<file path="src/rtl/dx120p_pkg.sv">
// Shared dx120p definitions: transmit FSM state encoding and the widths of
// the accelerator stream sideband fields (chan, col, row).
package dx120p_pkg;

  typedef enum logic [1:0] {
    IDLE    = 2'd0,
    ISSUE   = 2'd1,
    GAPWAIT = 2'd2,
    DRAIN   = 2'd3
  } tx_state_e;

  // s_chan must be able to hold the value CHANS itself, hence the extra bit
  function automatic int chan_w(input int chans);
    return $clog2(chans) + 1;
  endfunction

  function automatic int col_w(input int cols);
    return $clog2(cols) + 1;
  endfunction

  function automatic int row_w(input int rows);
    return $clog2(rows) + 1;
  endfunction

endpackage

</file>
<file path="src/rtl/feature_stream_tx_delay.sv">
// tx_delay_line: DEPTH-stage shift pipeline that carries per-issue sideband
// (valid, last, chan, row, col) so it lines up with the memory read data.
module tx_delay_line #(
  parameter int W     = 8,
  parameter int DEPTH = 1
) (
  input  logic         clk,
  input  logic         reset,
  input  logic [W-1:0] d,
  output logic [W-1:0] q
);

  logic [W-1:0] pipe_r [DEPTH];

  // Shift the sideband one stage per cycle; reset empties every stage
  always_ff @(posedge clk or posedge reset) begin
    if (reset) begin
      for (int i = 0; i < DEPTH; i++) begin
        pipe_r[i] <= {W{1'b0}};
      end
    end else begin
      pipe_r[0] <= d;
      for (int i = 1; i < DEPTH; i++) begin
        pipe_r[i] <= pipe_r[i-1];
      end
    end
  end

  assign q = pipe_r[DEPTH-1];

endmodule

</file>
<file path="src/rtl/feature_stream_tx.sv">
// feature_stream_tx: reads one ROWS x COLS frame from an external memory in
// raster order and streams each pixel (all CHANS channels in one beat) to
// the accelerator. Optional feature macro: FEATURE_TX_PATTERN_EN adds a
// 'pattern' input that replaces the memory data with a ramp test pattern.
module feature_stream_tx
  import dx120p_pkg::*;
#(
  parameter int ROWS   = 112,
  parameter int COLS   = 112,
  parameter int CHANS  = 32,
  parameter int DW     = 16,
  parameter int GAP    = 0,
  parameter int RD_LAT = 1
) (
  input  logic                          clk,
  input  logic                          reset,
  input  logic                          start,
`ifdef FEATURE_TX_PATTERN_EN
  input  logic                          pattern,
`endif
  output logic                          busy,
  output logic                          done,
  output logic                          rd_en,
  output logic [$clog2(ROWS*COLS)-1:0]  rd_addr,
  input  logic [CHANS*DW-1:0]           rd_data,
  output logic                          s_valid,
  output logic [chan_w(CHANS)-1:0]      s_chan,
  output logic                          s_last,
  output logic [col_w(COLS)-1:0]        s_col,
  output logic [row_w(ROWS)-1:0]        s_row,
  output logic [CHANS*DW-1:0]           s_data
);

  localparam int CHAN_W = chan_w(CHANS);
  localparam int COL_W  = col_w(COLS);
  localparam int ROW_W  = row_w(ROWS);
  localparam int ADDR_W = $clog2(ROWS*COLS);
  localparam int GAP_W  = $clog2(GAP + 1) + 1;
`ifdef FEATURE_TX_PATTERN_EN
  localparam int SB_W   = 3 + CHAN_W + ROW_W + COL_W;
`else
  localparam int SB_W   = 2 + CHAN_W + ROW_W + COL_W;
`endif

  tx_state_e           state_r, state_nxt_s;
  logic [ROW_W-1:0]    row_r, row_nxt_s;
  logic [COL_W-1:0]    col_r, col_nxt_s;
  logic [ADDR_W-1:0]   addr_r, addr_nxt_s;
  logic [GAP_W-1:0]    gap_r, gap_nxt_s;
  logic                rd_en_r, rd_en_nxt_s;
  logic                busy_r, busy_nxt_s;
  logic                done_r, done_nxt_s;
  logic                last_pix_s;

  logic [SB_W-1:0]     sb_d_s, sb_q_s;
  logic                sb_valid_s, sb_last_s;
  logic [CHAN_W-1:0]   sb_chan_s;
  logic [ROW_W-1:0]    sb_row_s;
  logic [COL_W-1:0]    sb_col_s;
  logic [CHANS*DW-1:0] data_src_s;

  // row_r/col_r always name the pixel currently being issued
  assign last_pix_s = (row_r == ROW_W'(ROWS - 1)) && (col_r == COL_W'(COLS - 1));

  // State, counters and control outputs; reset returns everything to idle
  always_ff @(posedge clk or posedge reset) begin
    if (reset) begin
      state_r <= IDLE;
      row_r   <= {ROW_W{1'b0}};
      col_r   <= {COL_W{1'b0}};
      addr_r  <= {ADDR_W{1'b0}};
      gap_r   <= {GAP_W{1'b0}};
      rd_en_r <= 1'b0;
      busy_r  <= 1'b0;
      done_r  <= 1'b0;
    end else begin
      state_r <= state_nxt_s;
      row_r   <= row_nxt_s;
      col_r   <= col_nxt_s;
      addr_r  <= addr_nxt_s;
      gap_r   <= gap_nxt_s;
      rd_en_r <= rd_en_nxt_s;
      busy_r  <= busy_nxt_s;
      done_r  <= done_nxt_s;
    end
  end

  // Next-state logic: one read per pixel in raster order, GAP idle cycles
  // between reads, then drain until the last beat has left the pipeline
  always_comb begin
    state_nxt_s = state_r;
    row_nxt_s   = row_r;
    col_nxt_s   = col_r;
    addr_nxt_s  = addr_r;
    gap_nxt_s   = gap_r;
    rd_en_nxt_s = 1'b0;
    busy_nxt_s  = busy_r;
    done_nxt_s  = 1'b0;
    case (state_r)
      IDLE: begin
        if (start) begin
          row_nxt_s   = {ROW_W{1'b0}};
          col_nxt_s   = {COL_W{1'b0}};
          addr_nxt_s  = {ADDR_W{1'b0}};
          rd_en_nxt_s = 1'b1;
          busy_nxt_s  = 1'b1;
          state_nxt_s = ISSUE;
        end else begin
          busy_nxt_s  = 1'b0;
        end
      end
      ISSUE: begin
        if (last_pix_s) begin
          state_nxt_s = DRAIN;
        end else begin
          if (col_r == COL_W'(COLS - 1)) begin
            col_nxt_s = {COL_W{1'b0}};
            row_nxt_s = row_r + ROW_W'(1);
          end else begin
            col_nxt_s = col_r + COL_W'(1);
          end
          addr_nxt_s = addr_r + ADDR_W'(1);
          if (GAP > 0) begin
            gap_nxt_s   = {GAP_W{1'b0}};
            state_nxt_s = GAPWAIT;
          end else begin
            rd_en_nxt_s = 1'b1;
          end
        end
      end
      GAPWAIT: begin
        if (gap_r == GAP_W'(GAP - 1)) begin
          rd_en_nxt_s = 1'b1;
          state_nxt_s = ISSUE;
        end else begin
          gap_nxt_s   = gap_r + GAP_W'(1);
        end
      end
      DRAIN: begin
        if (sb_last_s) begin
          done_nxt_s  = 1'b1;
          busy_nxt_s  = 1'b0;
          state_nxt_s = IDLE;
        end else begin
          state_nxt_s = DRAIN;
        end
      end
      default: begin
        busy_nxt_s  = 1'b0;
        state_nxt_s = IDLE;
      end
    endcase
  end

  // Sideband for the pixel issued this cycle; all-zero when no read is issued
  // so the stream fields come out as zero on idle cycles
  always_comb begin
    if (rd_en_r) begin
`ifdef FEATURE_TX_PATTERN_EN
      sb_d_s = {pattern, last_pix_s, 1'b1, CHAN_W'(CHANS), row_r, col_r};
`else
      sb_d_s = {last_pix_s, 1'b1, CHAN_W'(CHANS), row_r, col_r};
`endif
    end else begin
      sb_d_s = {SB_W{1'b0}};
    end
  end

  tx_delay_line #(
    .W     (SB_W),
    .DEPTH (RD_LAT)
  ) u_delay (
    .clk   (clk),
    .reset (reset),
    .d     (sb_d_s),
    .q     (sb_q_s)
  );

  assign {sb_last_s, sb_valid_s, sb_chan_s, sb_row_s, sb_col_s} =
    sb_q_s[SB_W-2+((SB_W == 3 + CHAN_W + ROW_W + COL_W) ? 0 : 1):0];

`ifdef FEATURE_TX_PATTERN_EN
  logic               sb_pat_s;
  logic [CHANS*DW-1:0] pat_word_s;
  int                 pix_s;

  assign sb_pat_s = sb_q_s[SB_W-1];

  // Ramp pattern: channel k of pixel (r,c) carries r*COLS+c+k, wrapped to DW bits
  always_comb begin
    pix_s      = int'(sb_row_s) * COLS + int'(sb_col_s);
    pat_word_s = {(CHANS*DW){1'b0}};
    for (int k = 0; k < CHANS; k++) begin
      pat_word_s[k*DW +: DW] = DW'(pix_s + k);
    end
  end

  // Pick ramp or memory word for the beat
  always_comb begin
    if (sb_pat_s) begin
      data_src_s = pat_word_s;
    end else begin
      data_src_s = rd_data;
    end
  end
`else
  assign data_src_s = rd_data;
`endif

  // Memory data arrives in the same cycle as its pipelined sideband, so the
  // beat payload is passed straight through and zeroed on idle cycles
  always_comb begin
    if (sb_valid_s) begin
      s_data = data_src_s;
    end else begin
      s_data = {(CHANS*DW){1'b0}};
    end
  end

  assign s_valid = sb_valid_s;
  assign s_last  = sb_last_s;
  assign s_chan  = sb_chan_s;
  assign s_row   = sb_row_s;
  assign s_col   = sb_col_s;
  assign busy    = busy_r;
  assign done    = done_r;
  assign rd_en   = rd_en_r;
  assign rd_addr = addr_r;

endmodule

</file>
<file path="config.mk">
export PLATFORM = sky130hd
export DESIGN_NAME = feature_stream_tx
export DESIGN_NICKNAME = d
export VERILOG_FILES = /design/src/rtl/dx120p_pkg.sv /design/src/rtl/feature_stream_tx_delay.sv /design/src/rtl/feature_stream_tx.sv
export SDC_FILE = /design/constraint.sdc
export NUM_CORES = 1
export LEC_CHECK = 0
export ABC_CLOCK_PERIOD_IN_PS = 2150
export CAP_MARGIN = 10
export CORE_AREA = 2 2 412 414
export CTS_BUF_LIST = sky130_fd_sc_hd__clkbuf_4
export DETAILED_ROUTE_END_ITERATION = 7
export DIE_AREA = 0 0 414 416
export GPL_ROUTABILITY_DRIVEN = 0
export PLACE_DENSITY_LB_ADDON = 0.12
export SYNTH_ARGS = -nofsm -noshare
export SYNTH_HDL_FRONTEND = slang
export SYNTH_SLANG_ARGS = --single-unit
</file>
<file path="constraint.sdc">
create_clock -name clk -period 2.15 [get_ports clk]
set_clock_uncertainty 0.15 [all_clocks]
set_input_delay 0.43 -clock clk [delete_from_list [all_inputs] [get_ports clk]]
set_output_delay 0.43 -clock clk [all_outputs]
set_load 0.03 [all_outputs]
</file>
; ---- Word level (Yosys, flattened, before mapping)
; Index checks and enable logic that the tools add are counted.
[totals]
ff_bits = 60
latchBits = 0
ram_bits = 0
romBits = 0
input_bits = 515
output_inout_bits = 553
elab_cells = 58
mem_count = 0
[classes]
addsub = 4
multipliers = 0
div = 0
n_lt_le_gt_ge = 0
n_eq_ne = 11
n_shift = 0
mux = 26
n_bitwise = 0
reduce_logical = 8
[ops]
columns = cell, n
row1 = $mux 512, 1
row2 = $mux 8, 5
row3 = $pmux 8 s2, 2
row4 = $mux 14, 2
row5 = $pmux 14 s2, 1
row6 = $mux 24, 1
row7 = $add 8x1->8 const B, 2
row8 = $eq 8x7->1 const B, 2
row9 = $add 14x1->14 const B, 1
row10 = $ne 2x2->1 const B, 5
row11 = $mux 2, 4
row12 = $pmux 2 s4, 1
row13 = $mux 1, 7
row14 = $reduce_and 3->1, 2
row15 = $eq 2x2->1 const B, 2
row16 = $reduce_and 4->1, 1
row17 = $reduce_bool 2->1, 2
row18 = $pmux 1 s3, 1
row19 = $eq 2x1->1 const B, 1
row20 = $logic_not 2->1, 1
row21 = $ne 2x1->1 const B, 1
row22 = $pmux 1 s2, 1
row23 = $reduce_and 2->1, 1
row24 = $add 1x1->1 const B, 1
row25 = $logic_and 1x1->1, 1

; ---- Depth between registers and ports, before layout
; Gate-level depths: netlist (run 1).
[logic_depth]
depth_word = 4
depth_mapped = 8
mapped_depth_nobuf = 5

; ---- By module
; From an unflattened synthesis (run 1), not the netlist that was laid out.
[unflattened]
cells_unflattened = 814
area_unflattened_um2 = 6112.1
[by_module_without_submodules]
columns = mod, instances, cells_each, area_each_um2, seq_area_each_um2
row1 = feature_stream_tx, 1, 789, 5507.8, 900.9
row2 = tx_delay_line, 1, 25, 604.3, 600.6

; ---- Worst setup path after synthesis (run 1)
; Ideal clock, no wire load.
[synth_path]
path_type = flip-flop to output port
from = register u_delay.pipe_r (netlist bit u_delay.q[22])
to = output port s_data[100]
arrival_ns = 1.557
required_time_ns = 1.570
setup_slack_ns = 0.013
stages_incl_launch_ff = 5
n_path_buf = 3
path_cell_list = dfrtp_1 clkbuf_1 clkbuf_1 clkbuf_1 and2_1
[synth_between]
elab_chain_len = 1
[synth_lines]
columns = item, line
row1 = start: declaration, feature_stream_tx_delay.sv:13  ; logic [W-1:0] pipe_r [DEPTH];
row2 = start signal: indexed assignment, feature_stream_tx_delay.sv:19  ; pipe_r[i] <= {W{1'b0}};
row3 = start signal: indexed assignment, feature_stream_tx_delay.sv:24  ; pipe_r[i] <= pipe_r[i-1];
row4 = $mux 512, feature_stream_tx.sv:213  ; if (sb_valid_s) begin
row5 = end: declaration, feature_stream_tx.sv:31  ; output logic [CHANS*DW-1:0] s_data
; No other way between the ends.

; ---- Final worst setup path (run 1)
[layout_path]
from = register u_delay.pipe_r (netlist bit u_delay.q[22])
to = output port s_data[98]
; Same word-level chain as after synthesis.

==> results of run 1 <==
## layer usage
metal / up-vias / wire length [um] / global-route usage
li1: 4781 / - / -
met1: 5317 / 52820 / 0.1692
met2: 793 / 56620 / 0.2183
met3: 169 / 16170 / 0.07879
met4: 42 / 2507 / 0.02254
met5: - / 309 / 0
## layout make-up
| cell class | instances | share of cell area |
|---|---|---|
| Timing Repair Buffer | 1166 | 0.6192 |
| Multi-Input combinational cell | 677 | 0.2025 |
| Tap cell | 2218 | 0.1156 |
| Sequential cell | 54 | 0.05644 |
| Inverter | 13 | 0.002033 |
| Clock buffer | 6 | 0.001876 |
| Antenna cell | 17 | 0.001772 |
| Clock inverter | 2 | 0.0005733 |
## flip-flops by register name (all words and copies together) (netlist names)
signal     cells
state_r        2
gap_r          1
col_r          8
row_r          8
u_delay.q     18
busy           1
rd_en          1
rd_addr       14
done           1
## power by group through the flow
stage	Combinational [W]	Clock [W]	Sequential, W
2_1_floorplan	0.00496	0	0.00186
3_3_place_gp	0.0142	0	0.00161
3_5_place_dp	0.0141	0	0.00160
4_1_cts	0.0153	0.000562	0.00159
5_1_grt	0.0165	0.000607	0.00164
6_report	0.0159	0.000519	0.00159
## critical path: stages, from the launching register on
cell                      delay, ns
sky130_fd_sc_hd__dfrtp_4       0.59
sky130_fd_sc_hd__buf_12        0.19
sky130_fd_sc_hd__buf_16        0.18
sky130_fd_sc_hd__and2_4        0.17
sky130_fd_sc_hd__buf_12        0.14
sky130_fd_sc_hd__buf_12        0.13
## metrics by stage
step / cell area [um2] / instances / worst slack, ns / power (W) / setup TNS (ns)
global placement: 22270 / 4093 / -0.08017 / 0.01576 / -0.08017
finish: 24010 / 4153 / -0.2881 / 0.01797 / -97.52
detailed placement: 22270 / 4093 / -0.07727 / 0.01570 / -0.07727
CTS: 23220 / 4121 / -0.3622 / 0.01745 / -134.13
floorplan: 5974 / 818 / 0.01322 / 0.006819 / 0
global route: 23980 / 4142 / -0.3735 / 0.01878 / -146.03
## cell usage after synthesis (2+ instances only)
master,instances
sky130_fd_sc_hd__mux2i_1,3
sky130_fd_sc_hd__o21a_1,5
sky130_fd_sc_hd__inv_1,13
sky130_fd_sc_hd__o21ai_0,11
sky130_fd_sc_hd__clkbuf_1,60
sky130_fd_sc_hd__nand2b_1,3
sky130_fd_sc_hd__a41oi_1,5
sky130_fd_sc_hd__a31oi_1,15
sky130_fd_sc_hd__a22o_1,3
sky130_fd_sc_hd__ha_1,3
sky130_fd_sc_hd__dfrtp_1,54
sky130_fd_sc_hd__a21oi_1,17
sky130_fd_sc_hd__buf_2,7
sky130_fd_sc_hd__nand4_1,3
sky130_fd_sc_hd__nor2b_1,2
sky130_fd_sc_hd__o21ai_1,4
sky130_fd_sc_hd__mux2_2,2
sky130_fd_sc_hd__nor3_1,2
sky130_fd_sc_hd__nor2_1,10
sky130_fd_sc_hd__nand2_1,14
sky130_fd_sc_hd__nand3_1,10
sky130_fd_sc_hd__and3_1,6
sky130_fd_sc_hd__and2_1,529
sky130_fd_sc_hd__nor4_1,3
sky130_fd_sc_hd__buf_4,7
## cell families after synthesis
family	synth area share
AO/OA/AOI/OAI	0.08000
buffers and inverters	0.06068
XOR/XNOR	0.001470
multiplexers	0.008818
other	0.0006293
AND/OR/NAND/NOR	0.6154
adder cells (fa/ha/maj)	0.006299
flip-flops	0.2267
## how the worst min path moves through the flow
stage / slack, ns / endpoint / startpoint / cells after the start
2_1_floorplan: 0.30 / gap_r / gap_r / 1
3_3_place_gp: 0.33 / gap_r / gap_r / 1
3_5_place_dp: 0.33 / gap_r / gap_r / 1
4_1_cts: 0.05 / u_delay.q[8] / reset / 2
5_1_grt: 0.04 / u_delay.q[8] / reset / 2
6_report: 0.07 / u_delay.q[8] / reset / 2
## repair_timing
| item | 4_1_cts | 5_1_grt |
|---|---|---|
| setup endpoints to repair | 523 | 539 |
| pin swaps | 2 | 1 |
| resized for setup | 205 | 171 |
| setup buffers | 11 | 6 |
| gates cloned | 11 | 13 |
==> results by group, run 1 <==
Power
  • Sequential fraction of design power: 0.088
  • Total power density per cell area: 748.4 nW/um2
  • Internal Dissipation: 0.009024 W
  • Relative contribution of the clock network to total power: 0.029
  • Combinational group share of total power: 0.883
  • Reported leakage power: 9.693 nW
  • Sw Share: 0.4977
  • Power dissipated by switching net loads: 0.008942 W
  • Max IR drop VDD: 372.4 uV

Timing
  • Setup-violating endpoint count in the final report: 523
  • Achievable clock frequency: 410.2 MHz
  • RSZ-0062 raised after global routing: yes
  • Final worst setup slack: -0.2881 ns
  • Min Hold Slack: 0.07210 ns
  • Final worst path period share: 1.134
  • Count of final hold-check violations: 0
  • Number of max-slew violations in the final report: 0
  • Clock period minus worst slack: 2.438 ns

Worst setup path
  • Startpoint types: register
  • Last element of the critical path: s_data[98]
  • Arr. time, crit path: 1.86 ns
  • Worst-path fanout max: 35
  • Critical path capture point type: output port
  • Number of cells on the worst reg-to-reg path: 6
  • Worst setup startpoint: u_delay.q[22]
  • Data required time at the worst endpoint: 1.57 ns
  • Worst r2r dst: rd_addr[12]
  • Category of the critical setup timing path: register to output port
  • Worst reg2reg startpoint: row_r[1]
  • Minimum setup slack among reg-to-reg paths: 0.14 ns

Clocking
  • Clock latency on the worst-skew pair: 0.43 ns
  • Buffer type at the clock tree root: sky130_fd_sc_hd__clkbuf_4
  • CTS Buffer Depth: 2
  • TritonCTS clock tree: yes
  • Hold-fix buffers at CTS: 0
  • Clock edge transition at the registers on the reported setup and hold paths: 0.17 ns
  • Number of sinks driven by the clock tree: 54
  • Inserted Clock Buffers: 5
  • H-tree level count: 2

Drt
  • Wirelength per Cell: 30.92 um
  • Number of design-rule violations left by the first detailed-router iteration: 559
  • Number of iterations in the first detailed-routing pass: 5
  • Number of vias after detailed routing: 11100
  • Total Wirelength: 128.4 mm
  • Remaining antenna violation count: 0
  • Count of unresolved DRC violations after routing: 0
  • Post-DR vias/cell: 2.673

Die
  • Starting density of the core: 0.03544
  • Die Ht: 416 um
  • Number of primary I/O pins: 1068
  • Chip width: 414 um
  • Full die area: 172200 um2
  • FP Rows: 151
  • Core Footprint: 168100 um2

Global routing
  • Vias in the first global route: 11230
  • Total gr overflow: 0
  • Global-route wire length before repair: 153.5 mm
  • Pin count of the biggest net entering global routing: 70
  • Initial antenna violation count: 109
  • Tot GR Track Use: 0.1400

Final layout
  • Final core occ: 0.1428
  • Sequential cell area in the final layout: 1355 um2
  • Most frequent standard cell in the layout excluding fill and tap cells: sky130_fd_sc_hd__clkdlybuf4s50_1
  • Top library cells by usage in the layout, fill and taps aside: sky130_fd_sc_hd__clkdlybuf4s50_1 (535), sky130_fd_sc_hd__buf_12 (326), sky130_fd_sc_hd__and2_1 (288)
  • Multi-input gate area in the final layout: 4862 um2
  • Area added between synthesis and finish: 302.9%
  • Number of fill cells: 18990
  • Fraction of layout instances using a drive strength above 1: 0.4656
  • Layout Nets: 2435

Run
  • Reported max-cap violation count: 0

Synthesis
  • Number of enable flip-flop cells after synthesis: 0
  • Top cells by area in the synthesized netlist: sky130_fd_sc_hd__and2_1 (56%), sky130_fd_sc_hd__dfrtp_1 (23%), sky130_fd_sc_hd__clkbuf_1 (3.8%)
  • Async set-or-reset flop fraction in the synthesized netlist: 1.000
  • Netlist cell types: 48
  • Dominant synthesized flop cell: sky130_fd_sc_hd__dfrtp_1
  • Synthesized cell area: 5959 um2
  • Number of instances in the synthesized netlist: 814
  • Number of synthesized register bits: 54
  • Yosys warnings: 0
  • Average instance area after synthesis: 7.321 um2
  • Post-synth top area share: 0.5553
  • Cell taking the most area after synthesis: sky130_fd_sc_hd__and2_1
  • Portion of the post-synthesis area used by sequential elements: 0.2267

Status
  • Result of the run: complete, but fails checks
  • Violations in the final reports: negative setup slack

Place
  • HPWL after detailed placement: 115.2 mm
  • Number of buffers added on ports: 1062

Hold path
  • Worst Hold Class: primary input to asynchronous set/reset pin
Power figures use the tool's default switching activity.
==> inputs of run 2 (changes only) <==
- ABC_AREA: not set -> 1
- CORE_AREA: 2 2 412 414 -> 2 2 417 419
- DIE_AREA: 0 0 414 416 -> 0 0 419 421
==> results by group, run 2 <==
Status
  • Result of the run: complete, but fails checks (unchanged)
  • Violations in the final reports: negative setup slack (unchanged)

Clocking
  • H-tree level count: 2 (unchanged)
  • Number of sinks driven by the clock tree: 54 (unchanged)
  • Clock latency on the worst-skew pair: 0.45 ns (was 0.43 ns)
  • TritonCTS clock tree: yes (unchanged)
  • CTS Buffer Depth: 2 (unchanged)
  • Buffer type at the clock tree root: sky130_fd_sc_hd__clkbuf_4 (unchanged)
  • Clock edge transition at the registers on the reported setup and hold paths: 0.22 ns (was 0.17 ns)
  • Inserted Clock Buffers: 5 (unchanged)

Global routing
  • Total gr overflow: 0 (unchanged)
  • Pin count of the biggest net entering global routing: 44 (was 70)
  • Busiest grt layer: met2 (unchanged)
  • Vias in the first global route: 12380 (was 11230)
  • Global-route wire length before repair: 132.1 mm (was 153.5 mm)
  • Tot GR Track Use: 0.1132 (was 0.1400)
  • Routing usage on met3: 0.02078 (was 0.07879)
  • Initial antenna violation count: 49 (was 109)
  • Fraction of met2 tracks used by global routing: 0.2264 (was 0.2183)
  • GR Layer Usage met1: 0.1253 (was 0.1692)

Synthesis
  • Post-synthesis share of cell area spent on full adders, half adders and majority gates: 0.005382 (was 0.006299)
  • Dominant synthesized flop cell: sky130_fd_sc_hd__dfrtp_1 (unchanged)
  • Library cell with the highest instance count after synthesis: sky130_fd_sc_hd__nand2_1 (was sky130_fd_sc_hd__and2_1)
  • Netlist cell types: 30 (was 48)
  • Simple logic cell fraction of the synthesized area: 0.4196 (was 0.6154)
  • Largest family of logic cells by synthesized area: simple AND/OR/NAND/NOR gates (unchanged)
  • Post-synth top area share: 0.3353 (was 0.5553)
  • Portion of the post-synthesis area used by sequential elements: 0.1938 (was 0.2267)
  • Yosys warnings: 0 (unchanged)
  • Synthesized cell area: 6974 um2 (was 5959 um2)
  • Average instance area after synthesis: 4.870 um2 (was 7.321 um2)
  • Async set-or-reset flop fraction in the synthesized netlist: 1.000 (unchanged)
  • Number of enable flip-flop cells after synthesis: 0 (unchanged)
  • Number of instances in the synthesized netlist: 1432 (was 814)
  • Number of synthesized register bits: 54 (unchanged)
  • Top cells by area in the synthesized netlist: sky130_fd_sc_hd__nand2_1 (34%), sky130_fd_sc_hd__inv_1 (30%), sky130_fd_sc_hd__dfrtp_1 (19%) (was sky130_fd_sc_hd__and2_1 (56%), sky130_fd_sc_hd__dfrtp_1 (23%), sky130_fd_sc_hd__clkbuf_1 (3.8%))
  • Cell taking the most area after synthesis: sky130_fd_sc_hd__nand2_1 (was sky130_fd_sc_hd__and2_1)
  • Xor/xnor cell area share of the yosys netlist: 0.01381 (was 0.001470)
  • Synth Area in Compound Gates: 0.01058 (was 0.07999)
  • Most numerous cell types in the synthesized netlist: sky130_fd_sc_hd__nand2_1 (623), sky130_fd_sc_hd__inv_1 (554), sky130_fd_sc_hd__dfrtp_1 (54) (was sky130_fd_sc_hd__and2_1 (529), sky130_fd_sc_hd__clkbuf_1 (60), sky130_fd_sc_hd__dfrtp_1 (54))
  • Mux share of post-synthesis cell area: 0 (was 0.008818)

Drt
  • Number of design-rule violations left by the first detailed-router iteration: 522 (was 559)
  • Number of vias after detailed routing: 12090 (was 11100)
  • Post-DR vias/cell: 2.482 (was 2.673)
  • Wirelength per Cell: 21.82 um (was 30.92 um)
  • Count of unresolved DRC violations after routing: 0 (unchanged)
  • Remaining antenna violation count: 0 (unchanged)
  • Total Wirelength: 106.3 mm (was 128.4 mm)
  • Number of iterations in the first detailed-routing pass: 4 (was 5)

Worst setup path
  • Category of the critical setup timing path: register to output port (unchanged)
  • Data required time at the worst endpoint: 1.57 ns (about the same)
  • Arr. time, crit path: 1.92 ns (was 1.86 ns)
  • Worst-path fanout max: 11 (was 35)
  • Startpoint types: register (unchanged)
  • Critical path capture point type: output port (unchanged)

Final layout
  • Most frequent standard cell in the layout excluding fill and tap cells: sky130_fd_sc_hd__clkdlybuf4s50_1 (unchanged)
  • Number of flip-flops under the largest register name: 18 (unchanged)
  • Area added between synthesis and finish: 256.9% (was 302.9%)
  • Layout Nets: 3058 (was 2435)
  • Number of fill cells: 19740 (was 18990)
  • Non-filler instance count after layout: 4873 (was 4153)
  • Fraction of layout instances using a drive strength above 1: 0.3680 (was 0.4656)
  • Top library cells by usage in the layout, fill and taps aside: sky130_fd_sc_hd__clkdlybuf4s50_1 (534), sky130_fd_sc_hd__nand2_1 (512), sky130_fd_sc_hd__inv_1 (401) (was sky130_fd_sc_hd__clkdlybuf4s50_1 (535), sky130_fd_sc_hd__buf_12 (326), sky130_fd_sc_hd__and2_1 (288))

Die
  • Starting density of the core: 0.04043 (was 0.03544)
  • Chip width: 419 um (was 414 um)
  • Number of primary I/O pins: 1068 (unchanged)
  • FP Rows: 153 (was 151)
  • Die Ht: 421 um (was 416 um)
  • Core Footprint: 172500 um2 (was 168100 um2)
  • Full die area: 176400 um2 (was 172200 um2)

Place
  • Number of cells after detailed placement: 4815 (was 4093)
  • Number of buffers added on ports: 1062 (unchanged)
  • HPWL after detailed placement: 93.81 mm (was 115.2 mm)

Power
  • Overall power after layout: 0.006257 W (was 0.01797 W)
  • Reported leakage power: 13.06 nW (was 9.693 nW)
  • Max IR drop VDD: 178.6 uV (was 372.4 uV)
  • Total power density per cell area: 251.4 nW/um2 (was 748.4 nW/um2)

Timing
  • Min Hold Slack: 0.3417 ns (was 0.07210 ns)
  • Final worst setup slack: -0.3463 ns (was -0.2881 ns)
  • Number of max-slew violations in the final report: 0 (unchanged)
  • Final worst path period share: 1.161 (was 1.134)
  • Count of final hold-check violations: 0 (unchanged)
  • Achievable clock frequency: 400.6 MHz (was 410.2 MHz)
  • Setup-violating endpoint count in the final report: 516 (was 523)
  • RSZ-0062 raised after global routing: yes (unchanged)
  • Clock period minus worst slack: 2.496 ns (was 2.438 ns)

Run
  • Reported max-cap violation count: 0 (unchanged)

Hold path
  • Worst Hold Class: register to register (was primary input to asynchronous set/reset pin)
[run 2: worst max-delay path, cell delays in order (launching register included)]
cell and delay, ns:
sky130_fd_sc_hd__dfrtp_4 0.62, sky130_fd_sc_hd__buf_12 0.19, sky130_fd_sc_hd__buf_4 0.16, sky130_fd_sc_hd__clkbuf_16 0.18, sky130_fd_sc_hd__nand2_1 0.08, sky130_fd_sc_hd__inv_1 0.07
sky130_fd_sc_hd__buf_12 0.14
[run 2: final cells by class]
type	count	area, um2	share of cell area
antenna	7	17.52	0.0007037
clock buffer	6	45.04	0.001810
clock inverter	2	13.76	0.0005529
inverter	557	2151	0.08641
multi-input combinational	753	3790	0.1523
sequential	54	1355	0.05444
tap	2325	2909	0.1169
timing repair buffer	1169	14610	0.5870
[run 2: path summary, 6_finish.rpt]
kind,startpoint,end,slack [ns],depth (start not counted)
worst max-delay path,u_delay.q[22],s_data[369],-0.35,6
worst min-delay path,gap_r,gap_r,0.34,2
worst max register to register,row_r[0],rd_addr[11],0.23,10
worst min register to register,gap_r,gap_r,0.34,2
max in group asynchronous,reset,rd_addr[1],0.70,4
min in group asynchronous,reset,u_delay.q[4],0.62,3
[run 2: per-stage QoR]
| stage | setup WS (ns) | TNS (ns) | area [um2] | utilization |
|---|---|---|---|---|
| floorplan | 0.1019 | 0 | 6989 | - |
| global placement | -0.1214 | -0.1973 | 22790 | 0.1321 |
| detailed placement | -0.09751 | -0.2664 | 22790 | 0.1321 |
| CTS | -0.4397 | -179.09 | 23810 | 0.1380 |
| global route | -0.4529 | -193.26 | 24880 | 0.1443 |
| finish | -0.3463 | -134.29 | 24890 | 0.1443 |
[run 2: cells by family (layout without fill, tap and decap cells)]
group | Yosys count | after routing
and+or+nand+nor | 722 | 722
buffers and inverters | 629 | 1734
DFF | 54 | 54
AOI/OAI and AO/OA | 12 | 12
xor gates and xnor gates | 11 | 11
adders and majority gates | 3 | 3
other | 1 | 12
[run 2: timing repair]
| item | 4_1_cts | 5_1_grt |
|---|---|---|
| endpoints found under the hold margin | 4 | 0 |
| gates cloned | 12 | 14 |
| hold buffers | 1 | 0 |
| buffers inserted | 10 | 7 |
| setup endpoints to repair | 526 | 536 |
| gates resized for setup | 229 | 257 |
[run 2: power by group]
group          internal (W)  switching, W
registers           0.00102             0
clock network      0.000144      0.000418
logic               0.00236       0.00232
[run 2: metal layers]
metal  vias up  routed length [um]
li1       5995                   -
met1      5511               40590
met2       492               58780
met3        94                5657
met4         2                1258
met5         -                  20
